**src/rtl/accel_pkg.sv**
```systemverilog
// Shared types and constants for the matrix-multiply DMA sequencer.
// Tile-count helper is shared so every user rounds partial tiles the same way.
package accel_pkg;

   typedef enum logic [2:0] {
      S_IDLE,
      S_LATCH,
      S_REQ,
      S_XFER,
      S_NEXT,
      S_DONE
   } state_t;

   localparam int unsigned ELEM_BYTES    = 4;
   localparam int unsigned BEAT_BITS     = 256;
   localparam int unsigned DEFAULT_SIZE  = 8;
   localparam int unsigned BEATS_PER_ROW = DEFAULT_SIZE / 8;

   // Widened to 33 bits so dimensions near 2^32 do not wrap while rounding up.
   function automatic logic [31:0] ceil_div(input logic [31:0] x, input logic [31:0] d);
      logic [32:0] w_sum;
      w_sum = {1'b0, x} + {1'b0, d} - 33'd1;
      return 32'(w_sum / {1'b0, d});
   endfunction

endpackage

```
**src/rtl/accel_addr_gen.sv**
```systemverilog
// Combinational byte address of one tile row of A or B for the given tile
// coordinates, storage mode and matrix dimensions (32-bit wrap-around).
module accel_addr_gen
   import accel_pkg::*;
#(
   parameter int unsigned SIZE = 8
) (
   input  logic [31:0] i_ti,
   input  logic [31:0] i_tj,
   input  logic [31:0] i_tk,
   input  logic [31:0] i_row,
   input  logic        i_phase_b,
   input  logic        i_a_mode,
   input  logic        i_b_mode,
   input  logic [31:0] i_base_a,
   input  logic [31:0] i_base_b,
   input  logic [31:0] i_m,
   input  logic [31:0] i_k,
   input  logic [31:0] i_n,
   output logic [31:0] o_addr
);

   logic [31:0] w_base;
   logic [31:0] w_row_idx;
   logic [31:0] w_stride;
   logic [31:0] w_col_idx;

   // NOTE: every signal gets a default before the branches so no latch can be inferred.
   always_comb begin
      w_base    = i_base_a;
      w_row_idx = '0;
      w_stride  = '0;
      w_col_idx = '0;
      if (!i_phase_b) begin
         w_base = i_base_a;
         if (i_a_mode) begin
            w_row_idx = i_ti * 32'(SIZE) + i_row;
            w_stride  = i_k;
            w_col_idx = i_tk * 32'(SIZE);
         end else begin
            w_row_idx = i_tk * 32'(SIZE) + i_row;
            w_stride  = i_m;
            w_col_idx = i_ti * 32'(SIZE);
         end
      end else begin
         w_base = i_base_b;
         if (i_b_mode) begin
            w_row_idx = i_tk * 32'(SIZE) + i_row;
            w_stride  = i_n;
            w_col_idx = i_tj * 32'(SIZE);
         end else begin
            w_row_idx = i_tj * 32'(SIZE) + i_row;
            w_stride  = i_k;
            w_col_idx = i_tk * 32'(SIZE);
         end
      end
   end

   assign o_addr = w_base + (w_row_idx * w_stride + w_col_idx) * ELEM_BYTES;

endmodule

```
**src/rtl/accel_control_register.sv**
```systemverilog
// Tiled matmul sequencer: walks (i, j, kk) tiles, issues one DMA per A/B tile
// row and forwards accepted beats to the systolic-array input buffers.
module accel_control_register
   import accel_pkg::*;
#(
   parameter int unsigned SIZE = 8
) (
   input  logic                 clk,
   input  logic                 rstn,
   input  logic [31:0]          addr_base_a,
   input  logic [31:0]          addr_base_b,
   input  logic [31:0]          m,
   input  logic [31:0]          k,
   input  logic [31:0]          n,
   input  logic                 a_in_mode,
   input  logic                 b_in_mode,
   input  logic                 start,
   output logic                 dma_start,
   output logic [31:0]          dma_addr,
   input  logic                 dma_valid,
   input  logic                 dma_ready,
   input  logic                 dma_done,
   input  logic [BEAT_BITS-1:0] dma_data,
   output logic [BEAT_BITS-1:0] buf_data_in,
   output logic                 read_a,
   output logic                 read_b,
   output logic                 busy,
   output logic                 done
);

   localparam int unsigned      R_W      = (SIZE > 1) ? $clog2(SIZE) : 1;
   localparam logic [R_W-1:0]   ROW_LAST = R_W'(SIZE - 1);

   state_t                r_state;
   logic [31:0]           r_base_a, r_base_b, r_m, r_k, r_n;
   logic                  r_a_mode, r_b_mode;
   logic [31:0]           r_tm, r_tk, r_tn;
   logic [31:0]           r_ti, r_tj, r_tkk;
   logic [R_W-1:0]        r_row;
   logic                  r_phase_b;
   logic                  r_dma_start, r_read_a, r_read_b, r_busy, r_done;
   logic [31:0]           r_dma_addr;
   logic [BEAT_BITS-1:0]  r_buf_data;

   logic [31:0]           w_ti_nxt, w_tj_nxt, w_tkk_nxt;
   logic [R_W-1:0]        w_row_nxt;
   logic                  w_phase_nxt, w_last;
   logic [31:0]           w_next_addr;

   // Row counter is innermost, then A->B phase, then kk, j, i.
   always_comb begin
      w_row_nxt   = r_row;
      w_phase_nxt = r_phase_b;
      w_tkk_nxt   = r_tkk;
      w_tj_nxt    = r_tj;
      w_ti_nxt    = r_ti;
      w_last      = 1'b0;
      if (r_row != ROW_LAST) begin
         w_row_nxt = r_row + 1'b1;
      end else begin
         w_row_nxt   = '0;
         w_phase_nxt = ~r_phase_b;
         if (r_phase_b) begin
            if (r_tkk != r_tk - 32'd1) begin
               w_tkk_nxt = r_tkk + 32'd1;
            end else begin
               w_tkk_nxt = '0;
               if (r_tj != r_tn - 32'd1) begin
                  w_tj_nxt = r_tj + 32'd1;
               end else begin
                  w_tj_nxt = '0;
                  if (r_ti != r_tm - 32'd1) w_ti_nxt = r_ti + 32'd1;
                  else                      w_last   = 1'b1;
               end
            end
         end
      end
   end

   accel_addr_gen #(.SIZE(SIZE)) u_addr_gen (
      .i_ti      (w_ti_nxt),
      .i_tj      (w_tj_nxt),
      .i_tk      (w_tkk_nxt),
      .i_row     (32'(w_row_nxt)),
      .i_phase_b (w_phase_nxt),
      .i_a_mode  (r_a_mode),
      .i_b_mode  (r_b_mode),
      .i_base_a  (r_base_a),
      .i_base_b  (r_base_b),
      .i_m       (r_m),
      .i_k       (r_k),
      .i_n       (r_n),
      .o_addr    (w_next_addr)
   );

   // NOTE: all state uses non-blocking assignments so every register samples pre-edge values.
   always_ff @(posedge clk or negedge rstn) begin
      if (!rstn) begin
         r_state     <= S_IDLE;
         r_base_a    <= '0;
         r_base_b    <= '0;
         r_m         <= '0;
         r_k         <= '0;
         r_n         <= '0;
         r_a_mode    <= 1'b0;
         r_b_mode    <= 1'b0;
         r_tm        <= '0;
         r_tk        <= '0;
         r_tn        <= '0;
         r_ti        <= '0;
         r_tj        <= '0;
         r_tkk       <= '0;
         r_row       <= '0;
         r_phase_b   <= 1'b0;
         r_dma_start <= 1'b0;
         r_dma_addr  <= '0;
         r_read_a    <= 1'b0;
         r_read_b    <= 1'b0;
         r_busy      <= 1'b0;
         r_done      <= 1'b0;
         // NOTE: the wide data register is reset too, because it drives an output that must read 0 out of reset.
         r_buf_data  <= '0;
      end else begin
         r_dma_start <= 1'b0;
         r_done      <= 1'b0;
         r_read_a    <= 1'b0;
         r_read_b    <= 1'b0;
         unique case (r_state)
            S_IDLE: begin
               if (start) begin
                  r_state <= S_LATCH;
                  r_busy  <= 1'b1;
               end
            end
            S_LATCH: begin
               r_base_a  <= addr_base_a;
               r_base_b  <= addr_base_b;
               r_m       <= m;
               r_k       <= k;
               r_n       <= n;
               r_a_mode  <= a_in_mode;
               r_b_mode  <= b_in_mode;
               r_tm      <= ceil_div(m, 32'(SIZE));
               r_tk      <= ceil_div(k, 32'(SIZE));
               r_tn      <= ceil_div(n, 32'(SIZE));
               r_ti      <= '0;
               r_tj      <= '0;
               r_tkk     <= '0;
               r_row     <= '0;
               r_phase_b <= 1'b0;
               // Tile (0,0,0) A row 0 reduces to the A base in either storage mode.
               r_dma_addr <= addr_base_a;
               if (m == '0 || k == '0 || n == '0) begin
                  r_state <= S_DONE;
                  r_done  <= 1'b1;
               end else begin
                  r_state     <= S_REQ;
                  r_dma_start <= 1'b1;
               end
            end
            S_REQ: r_state <= S_XFER;
            S_XFER: begin
               if (dma_valid && dma_ready) begin
                  r_buf_data <= dma_data;
                  r_read_a   <= ~r_phase_b;
                  r_read_b   <= r_phase_b;
               end
               if (dma_done) r_state <= S_NEXT;
            end
            S_NEXT: begin
               r_ti      <= w_ti_nxt;
               r_tj      <= w_tj_nxt;
               r_tkk     <= w_tkk_nxt;
               r_row     <= w_row_nxt;
               r_phase_b <= w_phase_nxt;
               if (w_last) begin
                  r_state <= S_DONE;
                  r_done  <= 1'b1;
               end else begin
                  r_state     <= S_REQ;
                  r_dma_start <= 1'b1;
                  r_dma_addr  <= w_next_addr;
               end
            end
            S_DONE: begin
               if (!start) begin
                  r_state <= S_IDLE;
                  r_busy  <= 1'b0;
               end
            end
            default: r_state <= S_IDLE;
         endcase
      end
   end

   assign dma_start   = r_dma_start;
   assign dma_addr    = r_dma_addr;
   assign buf_data_in = r_buf_data;
   assign read_a      = r_read_a;
   assign read_b      = r_read_b;
   assign busy        = r_busy;
   assign done        = r_done;

endmodule

```
**config.mk**
```make
export PLATFORM = sky130hd
export DESIGN_NAME = accel_control_register
export DESIGN_NICKNAME = d
export VERILOG_FILES = /design/src/rtl/accel_pkg.sv /design/src/rtl/accel_addr_gen.sv /design/src/rtl/accel_control_register.sv
export SDC_FILE = /design/constraint.sdc
export NUM_CORES = 2
export LEC_CHECK = 0
export CORE_MARGIN = 2
export CORE_UTILIZATION = 45
export DETAILED_ROUTE_END_ITERATION = 10
export PLACE_DENSITY = 0.68
export SLEW_MARGIN = 20
export SYNTH_ARGS = -nofsm -noshare
export SYNTH_HDL_FRONTEND = slang
export SYNTH_SLANG_ARGS = --single-unit
export TNS_END_PERCENT = 100
```
**constraint.sdc**
```tcl
create_clock -name clk -period 26.6 [get_ports clk]
set_input_delay 7.98 -clock clk [delete_from_list [all_inputs] [get_ports clk]]
set_output_delay 7.98 -clock clk [all_outputs]
set_load 0.02 [all_outputs]
```
==> Yosys cells after proc, flatten, opt, wreduce, memory -nomap -nowiden <==
Cells that the tools add are included.
{ "totals": {"register_bits": 648} }
{ "op_classes": {"bitwise_logic": 1, "n_eq_ne": 18, "n_reduce_logical": 16, "add_sub_neg": 18, "mux": 55, "mul": 1} }
{ "op_table": {"columns": ["cell", "n"], "rows": [
  ["two-way mux 32 bit", 20],
  ["one-hot mux 32 bit (2 select lines)", 4],
  ["adder 32 x 4 -> 33 bit (second input constant)", 3],
  ["subtractor 33 x 1 -> 33 bit (second input constant)", 3],
  ["adder 32 x 1 -> 32 bit (second input constant)", 3],
  ["adder 32 x 3 -> 32 bit", 3],
  ["zero test 32 bit", 3],
  ["inequality test 32 bit", 3],
  ["subtractor 30 x 1 -> 31 bit (second input constant)", 3],
  ["two-way mux 30 bit", 3],
  ["adder 32 bit", 1],
  ["multiplier 32 x 32 -> 30 bit", 1],
  ["adder 30 bit", 1],
  ["two-way mux 3 bit", 6],
  ["inequality test 2 bit (second input constant)", 9],
  ["one-hot mux 3 bit (6 select lines)", 1],
  ["two-way mux 1 bit", 16],
  ["AND reduction 3 bit", 3],
  ["one-hot mux 1 bit (2 select lines)", 4],
  ["== test 3 x 2 -> 1 bit (second input constant)", 2],
  ["== test 3 bit (second input constant)", 2],
  ["one-hot mux 3 bit (2 select lines)", 1],
  ["AND reduction 6 bit", 1],
  ["AND reduction 2 bit", 2],
  ["9 further kinds", 11]
]} }

==> Longest topological paths before layout <==
{ "depth": {"word_depth": 15, "ltp_mapped": 55, "mapped_depth_nobuf": 51} }

==> Cells and area by module <==
Synthesis repeated with hierarchy kept, for this count alone.
{ "hier_totals": {"hier_cells": 6102, "area_unflattened_um2": 54642.4} }
{ "modules_own_cells": {"columns": ["module", "n_inst", "seq_area_each_um2", "cells_per_inst", "area_each_um2"], "rows": [
  ["accel_control_register", 1, 16215.6, 3423, 32860.3],
  ["accel_addr_gen", 1, 0.0, 2679, 21782.1]
]} }

==> Worst setup path before layout <==
Ideal clock, no wire load.
{ "synth_path": {"path_type": "register to register", "start": "register r_tk[14]", "end": "register r_dma_addr[29] (netlist: dma_addr[29])", "setup_ns": 0.125, "path_slack_ns": 13.734, "path_buffers": 3, "stages_incl_launch_ff": 53, "t_arrival_ns": 12.742, "cell_sequence": "dfrtp_1 -> buf_4 -> or4_4 -> or4_4 -> or4_4 -> a221oi_1 -> or4b_4 -> or4_4 -> buf_6 -> a211o_1 -> nor3b_1 -> or2_2 -> o21ai_0 -> o22a_1 -> clkbuf_1 -> nor2_1 -> fa_1 -> fa_1 -> [... 17 more ...] -> a21boi_0 -> o21a_1 -> o21a_1 -> o21a_1 -> o21ai_0 -> nand2b_1 -> a21oi_1 -> xnor2_1 -> ha_1 -> and3_1 -> a211o_1 -> o41a_1 -> a41oi_1 -> nand2b_1 -> a21oi_1 -> xor2_1 -> o21ai_0 -> mux2_2"} }
{ "synth_between": {"elab_chain_len": 13} }
{ "synth_lines": {"columns": ["element", "line_no", "text"], "rows": [
  ["start, declared", "accel_control_register.sv:37", "logic [31:0] r_tm, r_tk, r_tn;"],
  ["start signal, assigned", "accel_control_register.sv:144", "r_tk <= ceil_div(k, 32'(SIZE));"],
  ["subtractor 30 x 1 -> 31 bit (*)", "accel_control_register.sv:64", "if (r_tkk != r_tk - 32'd1) begin"],
  ["inequality test 32 bit (*)", "accel_control_register.sv:64", null],
  ["two-way mux 32 bit", "accel_control_register.sv:64", null],
  ["two-way mux 32 bit", "accel_control_register.sv:63", "if (r_phase_b) begin"],
  ["two-way mux 32 bit", "accel_control_register.sv:58", "if (r_row != ROW_LAST) begin"],
  ["adder 32 x 3 -> 32 bit (on tied branches)", null, null],
  ["two-way mux 32 bit (on tied branches)", "accel_addr_gen.sv:36, accel_addr_gen.sv:47", null],
  ["two-way mux 32 bit", "accel_addr_gen.sv:34", "if (!i_phase_b) begin"],
  ["multiplier 32 x 32 -> 30 bit", "accel_addr_gen.sv:59", "assign o_addr = w_base + (w_row_idx * w_stride + w_col_idx) * ELEM_BYTES;"],
  ["adder 30 bit", "accel_addr_gen.sv:59", null],
  ["adder 32 bit", "accel_addr_gen.sv:59", null],
  ["two-way mux 32 bit", "accel_control_register.sv:176", "if (w_last) begin"],
  ["one-hot mux 32 bit (2 select lines)", "accel_control_register.sv:128", "unique case (r_state)"],
  ["end signal, assigned", "accel_control_register.sv:152", "r_dma_addr <= addr_base_a;"],
  ["end signal, assigned", "accel_control_register.sv:182", "r_dma_addr <= w_next_addr;"],
  ["end, declared", "accel_control_register.sv:42", "logic [31:0] r_dma_addr;"]
]} }
Every way passes the cells marked *; elsewhere a longest branch is shown, timed or not. The select of a mux whose other input is x is not followed.
A chain may end at the register's enable or synchronous reset.

==> Worst setup path in the final report <==
{ "layout_path": {"start": "register r_tk[2]", "end": "register r_dma_addr[29] (netlist: dma_addr[29])"} }
Same word-level chain as after synthesis.

==> impl_summary.log <==
[metrics] outcome: complete, no violations
[metrics] startpoint class of the critical path: flop
[metrics] transition time at the pin with the least slew margin: approximately 1200 ps
[metrics] DRC violation count after routing: 0
[metrics] aggregate global routing overflow: 0
[metrics] most common flop cell mapped by yosys: sky130_fd_sc_hd__dfrtp_1
[metrics] crit share post-route: between 50% and 60%
[metrics] maximum level of the CTS H-tree: 3
[metrics] clk slew on worst S/H paths: roughly 60 ps
[metrics] residual antenna-violating net count after detailed routing: 0
[metrics] crit path capture type: flop
[metrics] Final Max Tran Viols: 0
[metrics] CP arrival: ~15000 ps
[metrics] port buffer count: roughly 700
[metrics] Die ar.: between 100000 and 150000 um^2
[metrics] height of the die: ~340 um
[metrics] Vias: approximately 45k
[metrics] relative max-transition margin: around a fifth
[metrics] dpl hpwl: 171000 um
[metrics] mean number of vias per cell: around 5.9
[metrics] share of final-layout standard cells stronger than drive strength 1: under 10%
[metrics] TritonCTS clock tree: yes
[metrics] Placeable Area: about 110000 um^2
[metrics] Synth Warn #: 0
[metrics] worst-case setup slack after placement: approximately 12000 ps
[metrics] Crit path required time: between 20000 and 30000 ps
[metrics] delay of the slowest critical-path stage: between 900 and 1000 ps
[metrics] min Tclk post-route: between 10000 and 15000 ps
[metrics] number of synthesized register bits: ~640
[metrics] final routed wire length divided by cell count: 28.3 um
[metrics] number of distinct library cells after synthesis: 98
[metrics] Max Cap Viol: 0
[metrics] layout-stage area growth over the synthesis result: 23.7%
[metrics] final setup violating endpoints: 0
[metrics] Num Clock Sinks: about 640
[metrics] antenna violations before repair: between 60 and 70
[metrics] total setup buffers inserted after CTS: 0
[metrics] Post-Route Skew: around 69 ps
[metrics] maximum buffer depth of the clock tree: 3
[metrics] library cell with the largest summed area after synthesis: sky130_fd_sc_hd__dfrtp_1
[metrics] Worst-Skew Late Latency: ~710 ps
[metrics] die span in x: roughly 340 um
[metrics] hold crit path type: reg2reg
[metrics] Post-Syn Nets: 6485
[metrics] Setup WS post-layout: between 10000 and 15000 ps
[metrics] portion of the post-synthesis area used by sequential elements: approximately a third
[metrics] Detailed Routing Iterations Pass 1: 9
[metrics] number of rows created at floorplan: about 120
[metrics] Cells after Synth: around 5.5k
[metrics] global placer's final weighted congestion: between 1 and 1.5
[metrics] Post-CTS Hold Fix Bufs: 0
[metrics] total global routing track utilization: 38.4%
[metrics] average cell area after synthesis: between 8 and 9 um^2
[metrics] wirelength, routed: 218000 um
[metrics] count of flip-flops with a built-in enable after synthesis: 0
[metrics] CP Max Fanout: 22
[metrics] initial standard-cell utilization of the core: a little under half
[metrics] FMAX: between 0.06 and 0.07 GHz
[metrics] critical path's most frequent cell: sky130_fd_sc_hd__fa_1
[metrics] ranking of synthesized cells by area: sky130_fd_sc_hd__dfrtp_1, sky130_fd_sc_hd__fa_1, sky130_fd_sc_hd__nand2_1, sky130_fd_sc_hd__mux2_2, sky130_fd_sc_hd__ha_1
[metrics] total clock buffers created by CTS: a little under 80
[metrics] type of the setup path with the least slack: reg2reg
[metrics] setup total negative slack: 0 ps
[metrics] number of failing hold endpoints at the final stage: 0
[metrics] RSZ-0062 raised after global routing: false
[metrics] cells resized by post-CTS repair: 0
[metrics] first-iteration detailed-routing DRC count: about 5.0k
[metrics] Root Driver: sky130_fd_sc_hd__clkbuf_16
[metrics] pin count of the biggest net entering global routing: ~180
[metrics] via count of the first global-routing pass: between 40k and 50k
[metrics] post-synth design cell area: slightly below 50000 um^2
[metrics] Final #Nets: 7091
[metrics] async set-or-reset flop fraction in the synthesized netlist: between 90% and 100%
[metrics] standard cell with the maximum stage delay on the critical path: sky130_fd_sc_hd__nor2_1
[metrics] top-area cell type share of the netlist area: 32.4%
[metrics] wire length of the first global-routing pass: 313000 um
[metrics] number of top-level pins: between 700 and 800
## area by class of cell
type	count	area, um^2
flip-flops and latches	642	16100
well taps	1476	1850
fillers	9744	47700
clock buffers	105	2230
multi-input cells	4114	30800
clock inverters	39	654
diodes	37	92.6
inverters	483	1810
repair buffers	817	7960
## worst max-delay path: cells and delay by family, from the launching register on
| kind | cells | cell delay (ps) |
|---|---|---|
| and+or+nand+nor | 10 | 3850 |
| muxes | 1 | 290 |
| buffers and inverters | 5 | 530 |
| AOI/OAI and AO/OA | 19 | 4470 |
| DFF | 1 | 480 |
| xor gates and xnor gates | 3 | 610 |
| adders and majority gates | 10 | 4350 |
## metrics by stage
stage                     instance area (um^2)  cells  hold WS, ps  utilization (%)
final                                    61400   7713          476             56.3
after global routing                     61400   7707          485             56.3
after CTS                                61300   7676          477             56.2
after detailed placement                 58500   7532          462             53.6
after global placement                   58400   7531          457             53.5
after floorplan                          49700   5530          440                -
## kinds of logic (layout without fill, tap and decap cells)
kind of cell	Yosys count	count (layout)	synth area share (%)
flip-flops	642	642	32.4
other	0	37	0
AND/OR/NAND/NOR	2178	2178	20.1
AO/OA/AOI/OAI	792	792	10.1
XOR/XNOR	327	327	6.00
multiplexers	286	286	6.41
adder cells (fa/ha/maj)	531	531	19.1
buffers and inverters	774	1444	5.91
## worst paths after layout
path                                          from                  endpoint  slack, ps  cells past startpoint
min                        r_base_a[2]$_DFFE_PN0P_   r_base_a[2]$_DFFE_PN0P_        480                      2
max                            r_tk[2]$_DFFE_PN0P_  dma_addr[29]$_DFFE_PN0P_      11820                     48
max in group asynchronous                     rstn   dma_addr[4]$_DFFE_PN0P_      15590                      5
min reg2reg                r_base_a[2]$_DFFE_PN0P_   r_base_a[2]$_DFFE_PN0P_        480                      2
min in group asynchronous                     rstn       r_tn[1]$_DFFE_PN0P_       7310                      1
max reg2reg                    r_tk[2]$_DFFE_PN0P_  dma_addr[29]$_DFFE_PN0P_      11820                     48
## sequential cells by signal, summed over array words and instances (netlist names)
signal       count
r_a_mode         1
busy             1
r_k             30
r_tkk           32
buf_data_in    256
read_a           1
done             1
r_state          3
r_tm            30
r_b_mode         1
r_row            3
r_tn            30
r_phase_b        1
dma_start        1
r_n             30
r_tk            30
r_base_b        32
dma_addr        32
r_base_a        32
r_tj            32
r_ti            32
read_b           1
r_m             30
## cell usage after synthesis (27+ instances only)
| cell | instances |
|---|---|
| sky130_fd_sc_hd__nand2_1 | 1156 |
| sky130_fd_sc_hd__dfrtp_1 | 642 |
| sky130_fd_sc_hd__inv_1 | 481 |
| sky130_fd_sc_hd__fa_1 | 380 |
| sky130_fd_sc_hd__nor2_1 | 335 |
| sky130_fd_sc_hd__o21ai_0 | 301 |
| sky130_fd_sc_hd__clkbuf_1 | 265 |
| sky130_fd_sc_hd__mux2_2 | 258 |
| sky130_fd_sc_hd__xnor2_1 | 167 |
| sky130_fd_sc_hd__ha_1 | 151 |
| sky130_fd_sc_hd__xor2_1 | 151 |
| sky130_fd_sc_hd__a21oi_1 | 137 |
| sky130_fd_sc_hd__nand3_1 | 109 |
| sky130_fd_sc_hd__nor3_1 | 104 |
| sky130_fd_sc_hd__and2_1 | 75 |
| sky130_fd_sc_hd__and3_1 | 69 |
| sky130_fd_sc_hd__nor4_1 | 60 |
| sky130_fd_sc_hd__nand4_1 | 52 |
| sky130_fd_sc_hd__or3_1 | 32 |
| sky130_fd_sc_hd__o21a_1 | 31 |
| sky130_fd_sc_hd__a211oi_1 | 30 |
| sky130_fd_sc_hd__a31oi_1 | 29 |
| sky130_fd_sc_hd__mux2i_1 | 28 |
| sky130_fd_sc_hd__a22o_1 | 27 |
## cells in the final DEF (no fill, tap or decap), drive strengths merged, types with 32 or more instances in the layout
| master | count |
|---|---|
| xor2 | 151 |
| a21oi | 138 |
| or3 | 32 |
| nand4 | 53 |
| xnor2 | 168 |
| clkbuf | 105 |
| inv | 482 |
| ha | 151 |
| and3 | 69 |
| o21ai | 310 |
| dfrtp | 642 |
| nand3 | 109 |
| a211oi | 33 |
| mux2 | 258 |
| buf | 102 |
| nand2 | 1156 |
| and2 | 76 |
| nor3 | 104 |
| nor2 | 337 |
| fa | 380 |
| nor4 | 64 |
| or4 | 32 |
| diode | 37 |
| clkdlybuf4s50 | 715 |
## routing by layer
metal | global-route usage (%) | wire length, um | vias up
met2 | 58.6 | 96300 | 2625
met1 | 48.0 | 82000 | 22341
met4 | 22.6 | 14900 | 16
met5 | 0 | 103 | -
li1 | - | - | 19637
met3 | 11.8 | 24700 | 588
Power is not shown: default switching activity piles up to over one toggle a cycle in this logic, so the estimate is an artifact.
